## config.mk

```make
export PLATFORM = sky130hd
export DESIGN_NAME = ps2_arrow_key_ctrl_flat
export DESIGN_NICKNAME = d
export VERILOG_FILES = /design/src/rtl/ps2_arrow_key_ctrl_pkg.sv /design/src/rtl/ps2_arrow_key_ctrl_if.sv /design/src/rtl/ps2_arrow_decode.sv /design/src/rtl/ps2_arrow_key_ctrl.sv /design/src/flat_wrapper.sv
export SDC_FILE = /design/constraint.sdc
export NUM_CORES = 1
export LEC_CHECK = 0
export BUFFER_PORTS_ARGS = -buffer_cell sky130_fd_sc_hd__clkbuf_2
export CAP_MARGIN = 0
export CORE_MARGIN = 2
export CORE_UTILIZATION = 27
export DETAILED_ROUTE_END_ITERATION = 12
export PLACE_DENSITY = 0.57
export RECOVER_POWER = 25
export SYNTH_ARGS = -nofsm -noshare
export SYNTH_HDL_FRONTEND = slang
export SYNTH_SLANG_ARGS = --single-unit
```

## constraint.sdc

```tcl
create_clock -name clk -period 1.6 [get_ports clk]
set_input_delay 0.16 -clock clk [delete_from_list [all_inputs] [get_ports clk]]
set_output_delay 0.16 -clock clk [all_outputs]
set_load 0.01 [all_outputs]
```

## src/rtl/ps2_arrow_key_ctrl_pkg.sv

```systemverilog
`default_nettype none
// ============================================================================
// Module : ps2_key_pkg
// Brief  : Shared states, prefix bytes, arrow scancodes and held-arrow type
//          for the PS/2 arrow-key controller.
// Rev    : 1.0  initial release
// ============================================================================
package ps2_key_pkg;

  typedef enum logic [1:0] {
    S_IDLE    = 2'd0,
    S_EXT     = 2'd1,
    S_BRK     = 2'd2,
    S_EXT_BRK = 2'd3
  } state_t;

  localparam logic [7:0] PS2_PFX_EXT = 8'hE0;
  localparam logic [7:0] PS2_PFX_BRK = 8'hF0;

  localparam logic [15:0] PS2_KEY_LEFT  = 16'hE06B;
  localparam logic [15:0] PS2_KEY_DOWN  = 16'hE072;
  localparam logic [15:0] PS2_KEY_RIGHT = 16'hE074;
  localparam logic [15:0] PS2_KEY_UP    = 16'hE075;

  typedef struct packed {
    logic left;
    logic down;
    logic right;
    logic up;
  } arrow_t;

  function automatic logic is_prefix(input logic [7:0] b);
    return (b == PS2_PFX_EXT) || (b == PS2_PFX_BRK);
  endfunction

endpackage
`default_nettype wire

```

## src/rtl/ps2_arrow_key_ctrl_if.sv

```systemverilog
`default_nettype none
// ============================================================================
// Module : ps2_arrow_key_ctrl_if
// Brief  : Byte input and completed-code / arrow-state outputs of the
//          PS/2 arrow-key controller.
// Rev    : 1.0  initial release
// ============================================================================
interface ps2_arrow_key_ctrl_if;
  logic        byte_valid;
  logic [7:0]  byte_data;
  logic        code_valid;
  logic [15:0] scancode;
  logic        code_break;
  logic        left;
  logic        down;
  logic        right;
  logic        up;
  logic        err;

  modport master (
    output byte_valid, byte_data,
    input  code_valid, scancode, code_break, left, down, right, up, err
  );

  modport slave (
    input  byte_valid, byte_data,
    output code_valid, scancode, code_break, left, down, right, up, err
  );
endinterface
`default_nettype wire

```

## src/rtl/ps2_arrow_decode.sv

```systemverilog
`default_nettype none
// ============================================================================
// Module : ps2_arrow_decode
// Brief  : Combinational 16-bit scancode to one-hot arrow decode.
// Rev    : 1.0  initial release
// ============================================================================
module ps2_arrow_decode
  import ps2_key_pkg::*;
(
  input  logic [15:0] code,
  output arrow_t      arrow
);

  always_comb begin
    arrow = '0;
    case (code)
      PS2_KEY_LEFT:  arrow.left  = 1'b1;
      PS2_KEY_DOWN:  arrow.down  = 1'b1;
      PS2_KEY_RIGHT: arrow.right = 1'b1;
      PS2_KEY_UP:    arrow.up    = 1'b1;
      default:       arrow = '0;
    endcase
  end

endmodule
`default_nettype wire

```

## src/rtl/ps2_arrow_key_ctrl.sv

```systemverilog
`default_nettype none
// ============================================================================
// Module : ps2_arrow_key_ctrl
// Brief  : Assembles PS/2 set-2 bytes into scancodes and tracks held arrows.
//          Option macro PS2_REPEAT_FILTER_EN suppresses typematic arrow repeats.
// Rev    : 1.0  initial release
// ============================================================================
module ps2_arrow_key_ctrl
  import ps2_key_pkg::*;
#(
  parameter int TIMEOUT_CYCLES = 1000
)
(
  input  logic                 clk,
  input  logic                 areset,
  ps2_arrow_key_ctrl_if.slave  bus
);

  localparam int             CNT_W    = $clog2(TIMEOUT_CYCLES);
  localparam logic [CNT_W-1:0] CNT_LAST = CNT_W'(TIMEOUT_CYCLES - 2);

  state_t             state;
  state_t             state_nxt;
  logic [CNT_W-1:0]   cnt;
  logic [CNT_W-1:0]   cnt_nxt;
  logic               done;
  logic               brk;
  logic               ext;
  logic               err_nxt;
  logic               emit;
  logic [15:0]        code_nxt;
  arrow_t             hit;
  arrow_t             held;
  arrow_t             held_nxt;

  logic               code_valid_r;
  logic [15:0]        scancode_r;
  logic               code_break_r;
  logic               err_r;

  always_comb begin
    state_nxt = state;
    cnt_nxt   = cnt;
    done      = 1'b0;
    brk       = 1'b0;
    ext       = 1'b0;
    err_nxt   = 1'b0;
    if (bus.byte_valid) begin
      cnt_nxt = '0;
      case (state)
        S_IDLE: begin
          if (bus.byte_data == PS2_PFX_EXT)      state_nxt = S_EXT;
          else if (bus.byte_data == PS2_PFX_BRK) state_nxt = S_BRK;
          else                                   done = 1'b1;
        end
        S_EXT: begin
          if (bus.byte_data == PS2_PFX_BRK) begin
            state_nxt = S_EXT_BRK;
          end else if (bus.byte_data != PS2_PFX_EXT) begin
            done      = 1'b1;
            ext       = 1'b1;
            state_nxt = S_IDLE;
          end
        end
        S_BRK: begin
          state_nxt = S_IDLE;
          if (is_prefix(bus.byte_data)) begin
            err_nxt = 1'b1;
          end else begin
            done = 1'b1;
            brk  = 1'b1;
          end
        end
        S_EXT_BRK: begin
          state_nxt = S_IDLE;
          if (is_prefix(bus.byte_data)) begin
            err_nxt = 1'b1;
          end else begin
            done = 1'b1;
            brk  = 1'b1;
            ext  = 1'b1;
          end
        end
        default: state_nxt = S_IDLE;
      endcase
    end else if (state != S_IDLE) begin
      // Counter would reach TIMEOUT_CYCLES-1 on this edge: drop the partial code.
      if (cnt == CNT_LAST) begin
        state_nxt = S_IDLE;
        cnt_nxt   = '0;
        err_nxt   = 1'b1;
      end else begin
        cnt_nxt = cnt + 1'b1;
      end
    end
  end

  assign code_nxt = {(ext ? PS2_PFX_EXT : 8'h00), bus.byte_data};

  ps2_arrow_decode u_decode (
    .code  (code_nxt),
    .arrow (hit)
  );

  always_comb begin
    held_nxt = held;
    emit     = done;
    if (done) begin
      if (brk) held_nxt = arrow_t'(held & ~hit);
      else     held_nxt = arrow_t'(held | hit);
    end
`ifdef PS2_REPEAT_FILTER_EN
    if (done && !brk && ((held & hit) != '0)) emit = 1'b0;
`else
`endif
  end

  always_ff @(posedge clk or posedge areset) begin
    if (areset) begin
      state        <= S_IDLE;
      cnt          <= '0;
      code_valid_r <= 1'b0;
      scancode_r   <= '0;
      code_break_r <= 1'b0;
      err_r        <= 1'b0;
      held         <= '0;
    end else begin
      state        <= state_nxt;
      cnt          <= cnt_nxt;
      code_valid_r <= emit;
      err_r        <= err_nxt;
      held         <= held_nxt;
      if (emit) begin
        scancode_r   <= code_nxt;
        code_break_r <= brk;
      end
    end
  end

  assign bus.code_valid = code_valid_r;
  assign bus.scancode   = scancode_r;
  assign bus.code_break = code_break_r;
  assign bus.err        = err_r;
  assign bus.left       = held.left;
  assign bus.down       = held.down;
  assign bus.right      = held.right;
  assign bus.up         = held.up;

endmodule
`default_nettype wire

```

## src/flat_wrapper.sv

```systemverilog
// flat-port wrapper written by rule: the top's interface ports become plain ports
module ps2_arrow_key_ctrl_flat import ps2_key_pkg::*;
#(
  parameter int TIMEOUT_CYCLES = 1000
)
  (clk, areset, bus_byte_valid, bus_byte_data, bus_code_valid, bus_scancode, bus_code_break, bus_left, bus_down, bus_right, bus_up, bus_err);
  ps2_arrow_key_ctrl_if bus_i ();
  input  logic clk;
  input  logic areset;
  input wire logic [$bits(bus_i.byte_valid)-1:0] bus_byte_valid;
  input wire logic [$bits(bus_i.byte_data)-1:0] bus_byte_data;
  output wire logic [$bits(bus_i.code_valid)-1:0] bus_code_valid;
  output wire logic [$bits(bus_i.scancode)-1:0] bus_scancode;
  output wire logic [$bits(bus_i.code_break)-1:0] bus_code_break;
  output wire logic [$bits(bus_i.left)-1:0] bus_left;
  output wire logic [$bits(bus_i.down)-1:0] bus_down;
  output wire logic [$bits(bus_i.right)-1:0] bus_right;
  output wire logic [$bits(bus_i.up)-1:0] bus_up;
  output wire logic [$bits(bus_i.err)-1:0] bus_err;
  assign bus_i.byte_valid = bus_byte_valid;
  assign bus_i.byte_data = bus_byte_data;
  assign bus_code_valid = bus_i.code_valid;
  assign bus_scancode = bus_i.scancode;
  assign bus_code_break = bus_i.code_break;
  assign bus_left = bus_i.left;
  assign bus_down = bus_i.down;
  assign bus_right = bus_i.right;
  assign bus_up = bus_i.up;
  assign bus_err = bus_i.err;
  ps2_arrow_key_ctrl #(.TIMEOUT_CYCLES(TIMEOUT_CYCLES)) u_core (.clk(clk), .areset(areset), .bus(bus_i));
endmodule
```

* Word-level counts from Yosys, hierarchy flattened
Cells that the tools add are included.
W data, S select, Z words.
** Operators by class
- Add/sub/neg operators :: 1
- Equality and inequality tests :: 13
- Multiplexer cells :: 33
- Bitwise logic cells :: 3
- Reduce and logical (&&, ||, !) cells :: 7
** Operators by type and width (count)
- $eq A16 B16 Y1 const B :: 4
- $mux W10 :: 3
- $mux W1 :: 18
- $eq A8 B8 Y1 const B :: 2
- $mux W2 :: 7
- $add A10 B1 Y10 const B :: 1
- $eq A10 B10 Y1 const B :: 1
- $mux W8 :: 1
- $ne A4 B2 Y1 const B :: 2
- $ne A8 B8 Y1 const B :: 1
- $pmux W2 S3 :: 1
- $reduce_bool A2 Y1 :: 3
- $and A4 B4 Y4 :: 1
- $eq A2 B2 Y1 const B :: 2
- $mux W4 :: 1
- $not A4 Y4 :: 1
- $or A4 B4 Y4 :: 1
- $reduce_and A4 Y1 :: 1
- $pmux W1 S3 :: 1
- $eq A2 B1 Y1 const B :: 1
- $logic_not A2 Y1 :: 1
- $pmux W1 S2 :: 1
- $reduce_or A2 Y1 :: 1
- $logic_or A1 B1 Y1 :: 1
** Word-level totals
- Register bits after elaboration :: 35
- Bits of input ports :: 11

* Longest topological paths before layout
Gate-level depths: netlist of run 1.
- Depth after elaboration :: 11
- Gate-level depth with buffers :: 6
- Mapped depth without buffers :: 5

* Hierarchy
From an unflattened synthesis of run 1, not the netlist that was laid out.
** Unflattened totals
- Cell total of the unflattened synthesis :: 127
- Area total of the unflattened synthesis :: 1395.1 um2
** By module, submodules not included
- ps2_arrow_key_ctrl :: instances 1, cells an instance 116, area each 1296.2 um2
- ps2_arrow_decode :: instances 1, cells an instance 11, area each 98.8 um2

* Worst setup path after synthesis of run 1
OpenSTA, ideal clock, no wires.
- Kind :: reg-to-reg
- Start :: register u_core.state[1]
- End :: register u_core.cnt[9]
- Setup time :: 0.128 ns
- Arrival :: 1.355 ns
- Data required time :: 1.472 ns
- Slack :: 0.117 ns
- Cell stages (with the launch flop) :: 6
- Clock period less this slack :: 1.483 ns
- Cell sequence :: dfrtp_1 -> clkbuf_2 -> nor3_1 -> nor3_1 -> a31oi_1 -> o31ai_1
** Between the ends
- Word-level cells in the longest chain between the ends :: 2
** Ends and longest elaborated chain
- from (decl) :: line ps2_arrow_key_ctrl.sv:22 : state_t state;
- from (signal assigned) :: line ps2_arrow_key_ctrl.sv:128 : state <= state_nxt;
- $reduce_bool A2 Y1 :: line ps2_arrow_key_ctrl.sv:86 : end else if (state != S_IDLE) begin
- $reduce_bool A2 Y1 (no line)
- to (signal assigned) :: line ps2_arrow_key_ctrl.sv:129 : cnt <= cnt_nxt;
- to (decl) :: line ps2_arrow_key_ctrl.sv:24 : logic [CNT_W-1:0] cnt;
Every way passes these cells.
A chain may end at the register's enable or synchronous reset.

* Final worst setup path of run 1
- Start :: register u_core.cnt[7]
- End :: register u_core.cnt[1]
** Between the ends
- Word-level cells in the longest chain between the ends :: 4
** Ends and longest elaborated chain
- $eq A10 B10 Y1 :: line ps2_arrow_key_ctrl.sv:88 : if (cnt == CNT_LAST) begin
- $mux W10 :: line ps2_arrow_key_ctrl.sv:88
- $mux W10 :: line ps2_arrow_key_ctrl.sv:86
- $mux W10 :: line ps2_arrow_key_ctrl.sv:48 : if (bus.byte_valid) begin
Every way passes these cells. The select of a mux whose other input is x is not followed.

==> results.json, run 1 <==
{
  "drc": 0,
  "place_congestion": 0.818,
  "synth_warnings": 0,
  "min_from": "bus_byte_data[5]",
  "setup_tns_ps": 0,
  "area_delta_synth_final_pct": 25.9,
  "start_util": 0.277,
  "final_core_util": 0.349,
  "hp-class": "input port to flip-flop",
  "cts_root_buffer": "clkbuf_8",
  "p_int_w": 0.00114,
  "final_cell_count_no_fill": 248,
  "wl_per_cell_um": 11.6,
  "netlist_instances": 136,
  "numCtsBuffers": 3,
  "grt_pass1_vias": 1122,
  "vias_per_cell": 4.44,
  "slowest_delay_ps": 410,
  "comb_power_share": 0.110,
  "run_status": "completed",
  "drt_iter0_drc": 67,
  "grt_start_max_net_pins": 29,
  "diodes": 0,
  "die_w_um": 76.2,
  "rsz0062_at_grt": "false",
  "clk_pin_slew_worst_paths_ps": 110,
  "io_pins": 34,
  "cts.sinks": 28,
  "startpoint_type": "flip-flop",
  "totalWireLength_mm": 2.87,
  "cap_viol_max_count": 0,
  "dp_cells": 243,
  "p_switching_w": 0.000336,
  "worstSetupPathType": "flip-flop to flip-flop",
  "coreArea_um2": 5070,
  "grt_pass1_wl_mm": 5.10,
  "pwr-share-seq": 0.506,
  "cp.arrival_ps": 1690,
  "ir_drop_mv": 0.283,
  "globalRouteOverflowTotal": 0,
  "dp_hpwl_mm": 2.18,
  "slew_headroom": 0.534,
  "die_h_um": 76.2,
  "synth-seq-cells": 28,
  "setup_viol": 0,
  "crit_chain": "and3_1 > and4_1 > buf_4 > or3_1 > a21oi_1",
  "drtPass1Iterations": 4,
  "htreeDepth": 1,
  "seq_area_frac_synth": 0.498,
  "whs_ps": 146,
  "cp_num_buf_inv": 1,
  "clock-skew-final_ps": 9.36,
  "leakagePower_nw": 0.885,
  "synth.distinct_cells": 38,
  "crit_required_ps": 1800,
  "hold_viol": 0,
  "fin_nets": 192,
  "avgSynthCellArea_um2": 10.4,
  "insertion_delay_ps": 280,
  "critical_path.endpoint_type": "flip-flop",
  "tritoncts": "done",
  "clk_path_buf_depth": 2,
  "fmax_ghz": 0.672,
  "r2r-start": "u_core.cnt[7]",
  "fill_cells": 538,
  "period_needed_ps": 1490,
  "antenna_found_initial": 0,
  "syn-cell-area_um2": 1410,
  "rows": 26,
  "path_delay_family": "simple AND/OR/NAND/NOR gates",
  "worstPathMaxFanout": 3,
  "power_frac_clock": 0.384,
  "grt_usage": 0.106,
  "p_sw_frac": 0.228,
  "layout-drive-gt1-share": 0.331,
  "power.density_nw_per_um2": 832,
  "cp-startpoint": "u_core.cnt[7]",
  "drtAntennaViolNets": 0,
  "cpMaxStageDelayCell": "dfrtp_1",
  "vias": 1100,
  "post-route-period-util": 0.930,
  "slew_viol_final": 0,
  "tightest_slew_ps": 699,
  "dieArea_um2": 5810,
  "numPortBuffers": 28,
  "finalPower_w": 0.00147
}
-- worst reg2reg max path: cells and delay by family, from the launching register on --
family / cells / cell delay, ps
simple gates: 3 / 740
flops: 1 / 410
buf+inv: 1 / 140
compound gates: 1 / 130
-- cell type report --
class                      instances  area [um^2]  area share
tap                               70         87.6      0.0494
inverter                           7         26.3      0.0148
multi-input combinational         94          618       0.349
sequential                        28          701       0.395
clock buffer                       3         41.3      0.0233
timing repair buffer              45          268       0.151
clock inverter                     1         30.0      0.0169
-- cells by family (layout without fill, tap and decap cells) --
logic type,Yosys count,count (layout),share of synthesized area
DFF,28,28,0.498
other,1,5,0.00266
AOI/OAI and AO/OA,18,18,0.0960
and+or+nand+nor,56,56,0.215
buffers and inverters,18,56,0.0738
xor gates and xnor gates,7,7,0.0436
adders and majority gates,2,2,0.0178
muxes,6,6,0.0533
-- worst paths after layout --
path                       slack, ps                     end  cells past startpoint
max in group asynchronous        560           u_core.cnt[8]                      4
min                              150  u_core.bus.scancode[5]                      2
min in group asynchronous        590  u_core.bus.scancode[4]                      4
min reg2reg                      490  u_core.bus.scancode[0]                      2
max reg2reg                      110           u_core.cnt[1]                      5
max                              110           u_core.cnt[1]                      5
-- power by group through the flow --
stage	clock network, W	logic [W]	registers [W]
6_report	0.000566	0.000162	0.000746
4_1_cts	0.000582	0.000167	0.000747
3_3_place_gp	0	0.000162	0.000761
3_5_place_dp	0	0.000164	0.000760
2_1_floorplan	0	0.0000889	0.000771
5_1_grt	0.000617	0.000183	0.000751
-- cell usage after synthesis --
cell type  instances  area, um^2
nor2_1            16        60.1
a21o_1             1        7.51
nand2_1           15        56.3
buf_1              1        3.75
buf_4              7        52.6
nand4b_1           2        17.5
and4_1             1        8.76
xnor2_1            7        61.3
or2_2              1        6.26
nor4bb_1           1        10.0
nor4b_1            2        17.5
conb_1             1        3.75
a31oi_1            3        18.8
o21ai_0            3        15.0
o31ai_1            1        7.51
a22o_1             1        8.76
nor4_4             1        21.3
and3_1             1        6.26
inv_1              7        26.3
and2b_1            1        7.51
buf_6              1        11.3
nand3_1            5        25.0
nor4_1             1        6.26
clkbuf_2           1        5.00
o22a_1             2        17.5
a21oi_1            3        15.0
or4_4              1        11.3
o211a_1            2        20.0
nor3_1             6        30.0
dfrtp_1           28         701
a41oi_1            1        8.76
ha_1               2        25.0
mux2_2             4        45.0
or3_1              1        6.26
mux2_4             2        30.0
and4bb_2           1        12.5
buf_2              1        5.00
o21ai_4            1        16.3
-- metrics by stage --
| step | area (um^2) | setup slack [ps] |
|---|---|---|
| finish | 1770 | 113 |
| global route | 1770 | 9.86 |
| CTS | 1770 | 94.8 |
| detailed placement | 1690 | 24.1 |
| global placement | 1690 | 53.0 |
| floorplan | 1420 | 117 |
-- what timing repair did --
item,in CTS,in global routing
setup buffers,0,0
hold endpoints to repair,28,0
resized for setup,0,0
hold buffers,1,0
-- placed cells by master (no fill, tap or decap), drive strengths merged, types with 2 or more instances in the layout --
cell and instances:
conb 5, nand3 5, o211a 2, nand2 15, nand4b 2, o22a 2, mux2 6, inv 7
dfrtp 28, ha 2, a21oi 3, nor4 2, o21ai 4, nor3 6, buf 15, nor4b 2
clkbuf 32, a31oi 3, xnor2 7, nor2 16
-- metal layers --
metal	GRT usage	share of wire	up-vias
met5	0	0	-
met4	0.0382	0.0080	0
met3	0.0225	0.034	2
met2	0.179	0.46	19
met1	0.135	0.50	536
li1	-	-	543
No activity file was read; power rests on OpenSTA's default activity.
==> inputs of run 2 (changes only) <==
--- a/config.mk
+++ b/config.mk
@@ -10,7 +10,7 @@
 export CORE_MARGIN = 2
 export CORE_UTILIZATION = 27
 export DETAILED_ROUTE_END_ITERATION = 12
-export PLACE_DENSITY = 0.57
+export PLACE_DENSITY = 0.59
 export RECOVER_POWER = 25
 export SYNTH_ARGS = -nofsm -noshare
 export SYNTH_HDL_FRONTEND = slang
==> constraint.sdc (replaced) <==
create_clock -name clk -period 1.3 [get_ports clk]
set_input_delay 0.13 -clock clk [delete_from_list [all_inputs] [get_ports clk]]
set_output_delay 0.13 -clock clk [all_outputs]
set_load 0.01 [all_outputs]
==> results.json, run 2 (synthesis results as in run 1) <==
{
  "min_from": "bus_byte_data[5]",
  "clk_pin_slew_worst_paths_ps": 90,
  "dp_hpwl_mm": 2.37,
  "r2r-start": "u_core.cnt[7]",
  "reg2reg_depth": 5,
  "run_status": "finished with violations",
  "min_delay_path_depth": 2,
  "cap_viol_max_count": 0,
  "numCtsBuffers": 3,
  "grt_start_max_net_pins": 29,
  "critical_path.endpoint_type": "flip-flop",
  "setup_tns_ps": -1590,
  "clock-skew-final_ps": 2.69,
  "globalRouteOverflowTotal": 0,
  "final_cell_mix": "36 x buf_4, 29 x clkbuf_2, 28 x dfrtp_1",
  "cts_root_buffer": "clkbuf_8",
  "insertion_delay_ps": 270,
  "period_needed_ps": 1430,
  "start_util": 0.277,
  "rrSetupSlack_ps": -130,
  "setup_viol": 16,
  "worstPathMaxFanout": 3,
  "final_common_cell": "buf_4",
  "hp-class": "input port to flip-flop",
  "tritoncts": "done",
  "drtPass1Iterations": 4,
  "fmax_ghz": 0.700,
  "fin_nets": 213,
  "rows": 26,
  "leakagePower_nw": 0.992,
  "power.density_nw_per_um2": 826,
  "die_h_um": 76.2,
  "htreeDepth": 1,
  "grt_usage": 0.116,
  "final_cell_count_no_fill": 268,
  "drt_iter0_drc": 45,
  "io_pins": 34,
  "crit_required_ps": 1510,
  "rsz0062_at_grt": "true",
  "drc": 0,
  "drtAntennaViolNets": 0,
  "failed_checks": "setup timing",
  "layout-drive-gt1-share": 0.455,
  "cts.sinks": 28,
  "vias_per_cell": 4.34,
  "post-route-period-util": 1.10,
  "whs_ps": 152,
  "startpoint_type": "flip-flop",
  "slew_headroom": 0.546,
  "worstSetupPathType": "flip-flop to flip-flop",
  "min_to": "u_core.bus.scancode[5]",
  "wl_per_cell_um": 11.7,
  "place_congestion": 0.775,
  "numPortBuffers": 28,
  "dp_cells": 261,
  "grt_pass1_vias": 1176,
  "cp.arrival_ps": 1640,
  "hold_viol": 0,
  "antenna_found_initial": 0,
  "ir_drop_mv": 0.370,
  "timing.rr.end": "u_core.cnt[1]",
  "tightest_slew_ps": 681,
  "vias": 1163,
  "worst_slack_ps": -128,
  "area_delta_synth_final_pct": 39.7,
  "grt_pass1_wl_mm": 5.41,
  "totalWireLength_mm": 3.12,
  "die_w_um": 76.2,
  "diodes": 0,
  "dieArea_um2": 5810,
  "slew_viol_final": 0,
  "clk_path_buf_depth": 2,
  "coreArea_um2": 5070,
  "pre_cts_ws_ps": -250
}
[run 2: repair_timing]
item                       CTS  global route
hold endpoints to repair    28             0
gates resized for setup      4             7
setup endpoints to repair   17            17
buffers inserted             2             1
hold buffers                 1             0
cloned                       0             0
pin swaps                    5             2
[run 2: per-stage QoR]
stage	utilization	total power, W	area [um^2]
final	0.388	0.00162	1970
after global routing	0.388	0.00171	1970
after CTS	0.379	0.00165	1920
after detailed placement	0.362	0.00117	1840
after global placement	0.362	0.00116	1840
after floorplan	-	0.00106	1440
[run 2: area by class of cell]
type	count	area, um^2
fillers	516	3110
flip-flops and latches	28	701
multi-input cells	94	686
repair buffers	66	425
well taps	70	87.6
clock buffers	3	41.3
inverters	7	26.3
[run 2: critical path: stages, from the launching register on]
cell and delay (ps):
dfrtp_1 390, and3_4 180, and4_1 210, buf_4 140
or3_4 320, a21oi_2 120
[run 2: how the worst max path moves through the flow]
stage,slack [ps],cells after the start,start,endpoint
after global placement,-220,6,bus_byte_data[0],u_core.state[0]
after floorplan,-120,4,bus_byte_data[0],u_core.bus.scancode[6]
after CTS,-150,4,u_core.state[0],flip-flop
after detailed placement,-250,6,bus_byte_data[0],u_core.state[0]
final,-130,5,u_core.cnt[7],u_core.cnt[1]
after global routing,-220,5,u_core.cnt[3],u_core.cnt[9]
[run 2: power by group]
group          total, W  internal (W)  leakage, nW  switching (W)
clock network  0.000473      0.000208       0.0216       0.000264
registers      0.000919      0.000902        0.371      0.0000170
logic          0.000233      0.000109        0.600       0.000124
[run 2: per-layer routing]
layer / up-vias / GRT usage / wire [um] / share of wire
li1: 585 / - / - / -
met1: 544 / 0.153 / 1460 / 0.47
met2: 27 / 0.184 / 1480 / 0.47
met3: 7 / 0.0178 / 106 / 0.034
met4: 0 / 0.0600 / 76 / 0.024
met5: - / 0 / 0 / 0
==> inputs of run 3 (changes only) <==
--- a/config.mk
+++ b/config.mk
@@ -12,6 +12,7 @@
 export DETAILED_ROUTE_END_ITERATION = 12
 export PLACE_DENSITY = 0.59
 export RECOVER_POWER = 25
+export SLEW_MARGIN = 10
 export SYNTH_ARGS = -nofsm -noshare
 export SYNTH_HDL_FRONTEND = slang
 export SYNTH_SLANG_ARGS = --single-unit
==> constraint.sdc (replaced) <==
create_clock -name clk -period 1.3 [get_ports clk]
set_input_delay 0.065 -clock clk [delete_from_list [all_inputs] [get_ports clk]]
set_output_delay 0.065 -clock clk [all_outputs]
set_load 0.01 [all_outputs]
==> results.json, run 3 (synthesis results as in run 1) <==
{
  "clock-skew-final_ps": 7.76,
  "power.density_nw_per_um2": 848,
  "power_frac_clock": 0.298,
  "grt_pass1_vias": 1167,
  "p_switching_w": 0.000414,
  "rows": 26,
  "cts.sinks": 28,
  "comb_power_share": 0.138,
  "drt_iter0_drc": 28,
  "fin_area_um2": 1920,
  "r2r-start": "u_core.cnt[3]",
  "clk_pin_slew_worst_paths_ps": 100,
  "critical_path.endpoint_type": "flip-flop",
  "numPortBuffers": 28,
  "min_delay_path_depth": 2,
  "tightest_slew_ps": 700,
  "rsz0062_at_grt": "true",
  "timing.rr.end": "u_core.cnt[9]",
  "cp.arrival_ps": 1590,
  "run_status": "finished with violations",
  "dp_hpwl_mm": 2.26,
  "period_needed_ps": 1430,
  "grt_pass1_wl_mm": 5.40,
  "grt_start_max_net_pins": 29,
  "setup_viol": 15,
  "min_to": "u_core.bus.scancode[5]",
  "worst_slack_ps": -131,
  "drtPass1Iterations": 4,
  "placed_area_um2": 1820,
  "totalWireLength_mm": 3.01,
  "numCtsBuffers": 3,
  "failed_checks": "setup timing",
  "startpoint_type": "flip-flop",
  "worstSetupPathType": "flip-flop to flip-flop",
  "leakagePower_nw": 0.957,
  "area_delta_synth_final_pct": 36.5,
  "pwr-share-seq": 0.564,
  "p_sw_frac": 0.254,
  "insertion_delay_ps": 280,
  "slew_headroom": 0.533,
  "die_h_um": 76.2,
  "die_w_um": 76.2,
  "diodes": 0,
  "globalRouteOverflowTotal": 0,
  "p_int_w": 0.00122,
  "coreArea_um2": 5070,
  "place_congestion": 0.772,
  "layout-drive-gt1-share": 0.438,
  "worstPathMaxFanout": 4,
  "reg2reg_depth": 5,
  "hold_viol": 0,
  "drtAntennaViolNets": 0,
  "wl_per_cell_um": 11.4,
  "cts_root_buffer": "clkbuf_8",
  "slew_viol_final": 0,
  "antenna_found_initial": 0,
  "fmax_ghz": 0.699,
  "post-route-period-util": 1.10,
  "setup_tns_ps": -1540,
  "crit_chain": "nor4bb_4 > and4_1 > a21o_1 > buf_4 > o31ai_1",
  "final_common_cell": "buf_4",
  "htreeDepth": 1,
  "io_pins": 34,
  "cap_viol_max_count": 0,
  "ir_drop_mv": 0.425,
  "path_delay_family": "simple AND/OR/NAND/NOR gates",
  "grt_usage": 0.116,
  "drc": 0,
  "hp-class": "input port to flip-flop",
  "fin_nets": 209,
  "clk_path_buf_depth": 2,
  "vias": 1141,
  "tritoncts": "done",
  "slowest_delay_ps": 420,
  "start_util": 0.277,
  "vias_per_cell": 4.32,
  "min_from": "bus_byte_data[5]",
  "fill_cells": 540,
  "cp-startpoint": "u_core.cnt[3]",
  "dieArea_um2": 5810,
  "crit_required_ps": 1460,
  "final_cell_mix": "32 x buf_4, 29 x clkbuf_2, 27 x dfrtp_1",
  "cpMaxStageDelayCell": "dfrtp_1",
  "cp_num_buf_inv": 1,
  "rrSetupSlack_ps": -130
}
run 3: worst max path at each step:
| stage | end | depth (start not counted) |
|---|---|---|
| 4_1_cts | u_core.state[1] | 5 |
| 6_report | u_core.cnt[9] | 5 |
| 3_5_place_dp | u_core.state[1] | 5 |
| 5_1_grt | u_core.cnt[8] | 6 |
| 2_1_floorplan | u_core.cnt[9] | 6 |
| 3_3_place_gp | u_core.cnt[9] | 5 |
run 3: metal layers:
layer	global-route usage	routed length (um)	part of all wire
met5	0	0	0
met3	0.0190	75	0.025
met1	0.154	1480	0.49
met4	0.0636	75	0.025
met2	0.179	1370	0.46
run 3: power groups by stage:
stage               Clock [W]  Combinational (W)  Sequential, W
floorplan                   0           0.000113       0.000948
global placement            0           0.000220       0.000935
detailed placement          0           0.000222       0.000937
CTS                  0.000507           0.000226       0.000919
global route         0.000538           0.000249       0.000924
finish               0.000486           0.000224       0.000919
run 3: final cells by class:
type / instances / area, um^2 / share of cell area
clock buffers: 3 / 41.3 / 0.0215
inverters: 7 / 26.3 / 0.0137
repair buffers: 62 / 395 / 0.206
multi-input cells: 94 / 669 / 0.348
flip-flops and latches: 28 / 702 / 0.365
well taps: 70 / 87.6 / 0.0456
run 3: timing repair:
item / in CTS / in global routing
endpoints found under the hold margin: 28 / 0
endpoints found under the setup margin: 16 / 17
resized for setup: 1 / 6
hold buffers: 1 / 0
pin swaps: 4 / 2
setup buffers: 1 / 1
run 3: per-stage QoR:
stage | instances | hold slack, ps | worst slack, ps | util | total power (W)
after floorplan | 140 | 130 | -64.1 | - | 0.00106
after global placement | 258 | 135 | -164 | 0.359 | 0.00116
after detailed placement | 258 | 141 | -187 | 0.359 | 0.00116
after CTS | 263 | 46.4 | -180 | 0.372 | 0.00165
after global routing | 264 | 64.1 | -237 | 0.379 | 0.00171
final | 264 | 52.4 | -131 | 0.379 | 0.00163
